[src/rtl/mul32_seq.sv]
`default_nettype none
// ============================================================================
// Module      : mul32_seq
// Description : Unsigned 32x32->64 radix-2 shift-add multiplier, fixed
//               32-cycle latency, registered busy/done/product outputs.
// Revision    : 1.0 - initial release
// ============================================================================
module mul32_seq (
   input  logic        clk,
   input  logic        rst,
   input  logic        start,
   input  logic [31:0] A,
   input  logic [31:0] B,
   output logic        busy,
   output logic        done,
   output logic [31:0] prod_hi,
   output logic [31:0] prod_lo
);

   localparam logic [1:0] c_IDLE     = 2'd0;
   localparam logic [1:0] c_RUN      = 2'd1;
   localparam logic [1:0] c_DONE     = 2'd2;
   localparam logic [5:0] c_LAST_CNT = 6'd31;

   logic [1:0]  r_state;
   logic [1:0]  w_state_nxt;
   logic [63:0] r_mcand;
   logic [31:0] r_mplier;
   logic [63:0] r_acc;
   logic [5:0]  r_cnt;
   logic [63:0] w_acc_nxt;
   logic        w_accept;
   logic        w_last;
   logic        w_busy_nxt;
   logic        w_done_nxt;

   // Starts are honoured only when no multiply is in flight.
   assign w_accept  = start && (r_state != c_RUN);
   assign w_last    = (r_state == c_RUN) && (r_cnt == c_LAST_CNT);
   assign w_acc_nxt = r_acc + (r_mplier[0] ? r_mcand : 64'd0);

   always_ff @(posedge clk) begin
      if (rst) begin
         r_state <= c_IDLE;
      end else begin
         r_state <= w_state_nxt;
      end
   end

   always_comb begin
      w_state_nxt = r_state;
      case (r_state)
         c_IDLE:  w_state_nxt = w_accept ? c_RUN : c_IDLE;
         c_RUN:   w_state_nxt = w_last ? c_DONE : c_RUN;
         c_DONE:  w_state_nxt = w_accept ? c_RUN : c_IDLE;
         default: w_state_nxt = c_IDLE;
      endcase
   end

   always_comb begin
      w_busy_nxt = (w_state_nxt == c_RUN);
      w_done_nxt = w_last;
   end

   always_ff @(posedge clk) begin
      if (rst) begin
         busy    <= 1'b0;
         done    <= 1'b0;
         prod_hi <= 32'd0;
         prod_lo <= 32'd0;
      end else begin
         busy <= w_busy_nxt;
         done <= w_done_nxt;
         if (w_last) begin
            prod_hi <= w_acc_nxt[63:32];
            prod_lo <= w_acc_nxt[31:0];
         end
      end
   end

   // Datapath: operands are captured once, then shifted one bit per RUN edge.
   always_ff @(posedge clk) begin
      if (rst) begin
         r_mcand  <= 64'd0;
         r_mplier <= 32'd0;
         r_acc    <= 64'd0;
         r_cnt    <= 6'd0;
      end else if (w_accept) begin
         r_mcand  <= {32'd0, A};
         r_mplier <= B;
         r_acc    <= 64'd0;
         r_cnt    <= 6'd0;
      end else if (r_state == c_RUN) begin
         r_acc    <= w_acc_nxt;
         r_mcand  <= r_mcand << 1;
         r_mplier <= r_mplier >> 1;
         r_cnt    <= r_cnt + 6'd1;
      end
   end

endmodule
`default_nettype wire

[config.mk]
export PLATFORM = sky130hd
export DESIGN_NAME = mul32_seq
export DESIGN_NICKNAME = d
export VERILOG_FILES = /design/src/rtl/mul32_seq.sv
export SDC_FILE = /design/constraint.sdc
export NUM_CORES = 1
export LEC_CHECK = 0
export CAP_MARGIN = 20
export CORE_MARGIN = 8
export CORE_UTILIZATION = 25
export DETAILED_ROUTE_END_ITERATION = 16
export PLACE_DENSITY = 0.52
export REMOVE_ABC_BUFFERS = 1
export SLEW_MARGIN = 15
export SYNTH_ARGS = -nofsm -noshare
export SYNTH_HDL_FRONTEND = slang
export SYNTH_SLANG_ARGS = --single-unit
[constraint.sdc]
create_clock -name clk -period 4.4 [get_ports clk]
set_input_delay 0.88 -clock clk [delete_from_list [all_inputs] [get_ports clk]]
set_output_delay 0.88 -clock clk [all_outputs]
set_load 0.02 [all_outputs]
# Word-level counts from Yosys, hierarchy flattened
# Index checks and enable logic that the tools add are counted.
# totals
reg_bits,234
in_bits,67
output_inout_bits,66
wordCells,31
# op_classes
addsub,2
n_eq_ne,5
mux,8
reduce_logical,6
# ops
operator,n
$mux W32,4
$add A64 B64 Y64,1
$mux W64,1
$add A6 B1 Y6 const B,1
$eq A6 B5 Y1 const B,1
$eq A2 B1 Y1 const B,2
$pmux W2 S2,1
$reduce_or A2 Y1,2
$eq A2 B2 Y1 const B,1
$logic_and A1 B1 Y1,2
$logic_not A2 Y1,1
$mux W2,1
$ne A2 B1 Y1 const B,1
$reduce_bool A2 Y1,1
$mux W1,1

# Logic depth before layout (Yosys ltp)
# logic_depth
depth_word,5
mapped_depth,15
mapped_depth_nobuf,13

# Worst setup path after synthesis
# Ideal clock, no wire load.
# synth_path
path_type,reg2reg
startpoint,reg r_mplier[0]
endpoint,reg r_acc[58]
arrival_ns,3.528
setup_slack_ns,0.755
path_stages_with_launch,16
n_path_buf,2
synth_period_minus_slack_ns,3.645
path_cell_list,dfxtp_1 clkbuf_1 clkbuf_1 and2_1 ha_1 fa_1 a21o_1 a311o_1 a221oi_1 nor2_1 o211ai_1 a41oi_1 o211ai_1 nand2_1 xor2_1 a22o_1
# synth_via
elab_chain_len,2
# synth_rtl
element,line,source
start: declaration,28,logic [31:0] r_mplier;
start signal: assignment,96,r_mplier <= r_mplier >> 1;
$mux W64,40,assign w_acc_nxt = r_acc + (r_mplier[0] ? r_mcand : 64'd0);
$add A64 B64 Y64,40,
end signal: assignment,94,r_acc <= w_acc_nxt;
end: declaration,29,logic [63:0] r_acc;
# Every way passes these cells.
# A chain may end at the register's enable or synchronous reset.

# Worst setup path after layout
# Ends and elaborated chain as after synthesis.

==> results_dict.tcl <==
set metrics [dict create \
    status "complete, no violations" \
    ys_seq_elements 234 \
    fmax_mhz 247 \
    cp_max_fo 8 \
    clock-sinks 234 \
    drive_gt1_share_pct 4.92 \
    slew_viol_final 0 \
    dp.cells 2325 \
    synth-seq-area-share_pct 36.9 \
    finClkSkew_ns 0.0190 \
    antenna_found_initial 1 \
    startpoint "r_mplier[0]" \
    gp_congestion 0.848 \
    fin_cells 2379 \
    portBuffers 132 \
    dr.first_iter.drc_count 612 \
    min_period_ns 4.05 \
    critPathCaptureType "flop" \
    cp_common_cell "o211ai_1" \
    areaGrowthSynthToFinish_pct 23.0 \
    maxCapViolCount 0 \
    ys_types 60 \
    die-area_um2 58200 \
    clk_latency_ns 0.57 \
    cts_tree "done" \
    synth_simple_gate_area_share_pct 21.6 \
    track_usage_pct 13.3 \
    start_kind "flop" \
    power.density_nw_per_um2 331 \
    initial_core_util_pct 25.3 \
    r2r_start "r_mplier[0]" \
    overflow 0 \
    syn_area_per_cell_um2 7.86 \
    synthCells 1615 \
    synth_compound_area_share_pct 21.2 \
    num-nets-final 1816 \
    synth.top_cell.area_share_pct 36.9 \
    synth_top_family_by_area "simple AND/OR/NAND/NOR gates" \
    ys_warn_count 0 \
    grt_pass1_wl_mm 63.4 \
    hpwl_mm 28.3 \
    io_pins 133 \
    num_vias 11459 \
    hold_buffers 0 \
    synthAdderAreaFrac_pct 6.47 \
    die_x_um 241 \
    cp_cell_sequence "and2_1, ha_1, fa_1, a21o_1, a311o_1, a221oi_2, nor2_1, o211ai_1, a41oi_1, o211ai_1, nand2_1, xor2_1, a22o_1" \
    netlist_top_cells_area "dfxtp_1, nand2_1, a21oi_1" \
    synth_edf_count 0 \
    hold_violations 0 \
    clk_pin_slew_ns 0.06 \
    crit_slowest_cell "dfxtp_1" \
    die_y_um 241 \
    drtPass1Iterations 5 \
    h-tree-depth 1 \
    synth_ff_type "dfxtp_1" \
    slew_headroom_pct 25.8 \
    r2r_slack_ns 0.35 \
    rsz0062_at_grt "false" \
    crit_family "compound AO/OA/AOI/OAI gates" \
    synth_mux_area_share_pct 5.29 \
    setup.worst_path.end "r_acc[58]" \
    peakVddDrop_mv 0.214 \
    reg2reg_depth 13 \
    synth-xor-area-share_pct 4.63 \
    drt_drc_violations_left 0 \
    timing.rr.end "r_acc[58]" \
    path_buf_inv 0 \
    cts_max_path_buffers 3 \
    cts_resized 0 \
    ys_async_sr_fraction_pct 0 \
    holdWs_ns 0.451 \
    fin_crit_sh_pct 92.0 \
    via_per_inst 4.82 \
    leakagePower_nw 5.94 \
    drtAntennaViolNets 0 \
    setup_viol 0 \
    cts-root-buf "clkbuf_16" \
    syn-cell-area_um2 12700 \
    wl_mm 39.3 \
    cpPeakStageDelay_ns 0.46 \
    whs_path_depth 2 \
    num_rows 82 \
    post_cts_buffers 0 \
    crit_type "reg2reg" \
    worst_pin_slew_ns 1.11 \
    yosysTopAreaCell "dfxtp_1" \
    grt_max_degree 71 \
    hp-class "reg2reg" \
    crit_arrival_ns 4.51 \
    required_ns 4.86 \
    grt_pass1_vias 11533 \
    cts_inserted_buffers 29 \
    worst-path-stages 13 \
    core_area_um2 50200 \
    routedWlPerCell_um 16.5 \
]
==> logic make-up after synthesis <==
kind of cell,Yosys count
mux,67
simple gates,614
compound gates,436
fa+ha+maj,65
buf+inv,132
flops,234
xor+xnor,67
==> cells in the mapped netlist (4+ instances only) <==
cell type	instances
nor3b_1	5
xnor2_1	42
o21bai_1	10
inv_1	17
o21ai_1	6
a21oi_1	203
or4_1	6
buf_1	17
o21a_1	8
nor2b_1	4
nor4_1	4
o211ai_1	9
nand3b_1	7
or3_1	5
nand3_1	23
xor2_1	25
a22o_1	10
a211oi_1	75
a21o_1	29
ha_1	64
o21ai_0	48
nand4_1	19
dfxtp_1	234
nand2_1	310
mux2i_1	67
and2_1	66
clkbuf_1	97
a31oi_1	10
nor2_1	129
nor3_1	20
==> how the worst min path moves through the flow <==
stage / start / to
final: r_acc[51] / r_acc[51]
after global routing: prod_hi[4] / prod_hi[4]
after CTS: r_acc[51] / r_acc[51]
after detailed placement: r_acc[51] / r_acc[51]
after global placement: r_acc[51] / r_acc[51]
after floorplan: r_acc[51] / r_acc[51]
==> cells in the final DEF (no fill, tap or decap), drive strengths merged, types with 23 or more instances in the layout <==
cell             n
a21oi          203
nor2           129
a211oi          75
ha              64
clkbuf          39
buf             23
xor2            25
nand3           23
mux2i           67
clkdlybuf4s50  130
and2            66
xnor2           42
o21ai           55
dfxtp          234
a21o            29
nand2          310
==> sequential cells by signal, indices dropped and copies added, names as in the netlist <==
register	cells
busy	1
prod_lo	32
r_mcand	64
r_mplier	32
r_state	2
prod_hi	32
r_cnt	6
r_acc	64
done	1
==> tightest hold or removal path, cell delays in order (launching register included) <==
cell and delay (ns):
dfxtp_1 0.31, nand2_1 0.05, o21ai_1 0.05
==> final cells by class <==
cell class                      instances  area (µm²)
Multi-Input combinational cell       1249        7540
Timing Repair Buffer                  153        1490
Fill cell                            5364       34600
Clock inverter                         14         181
Tap cell                              672         841
Sequential cell                       234        4680
Inverter                               17        63.8
Antenna cell                            1        2.50
Clock buffer                           39         813
==> stage by stage <==
stage                     setup WS (ns)  power (mW)  cell area [µm²]  utilization (%)  setup TNS, ns
after floorplan                   -3.92        2.51            12300                -        -352.60
after global placement            0.274        2.71            14600             29.1              0
after detailed placement          0.173        2.72            14600             29.1              0
after CTS                         0.184        5.27            15600             31.1              0
after global routing             0.0876        5.39            15600             31.1              0
final                             0.352        5.16            15600             31.1              0
==> where the power goes <==
part	internal [mW]	switching, mW
combinational	0.172	0.262
clock	1.53	0.968
sequential	2.18	0.0488
==> metal layers <==
metal	part of all wire (%)	global-route usage, %	routed length [µm]	up-vias
met5	0.028	0	11	-
met4	2.3	3.40	889	2
met3	6.0	3.03	2360	56
met2	44	21.7	17400	232
met1	47	17.6	18700	5366
li1	-	-	-	5803
Power figures use the tool's default switching activity.
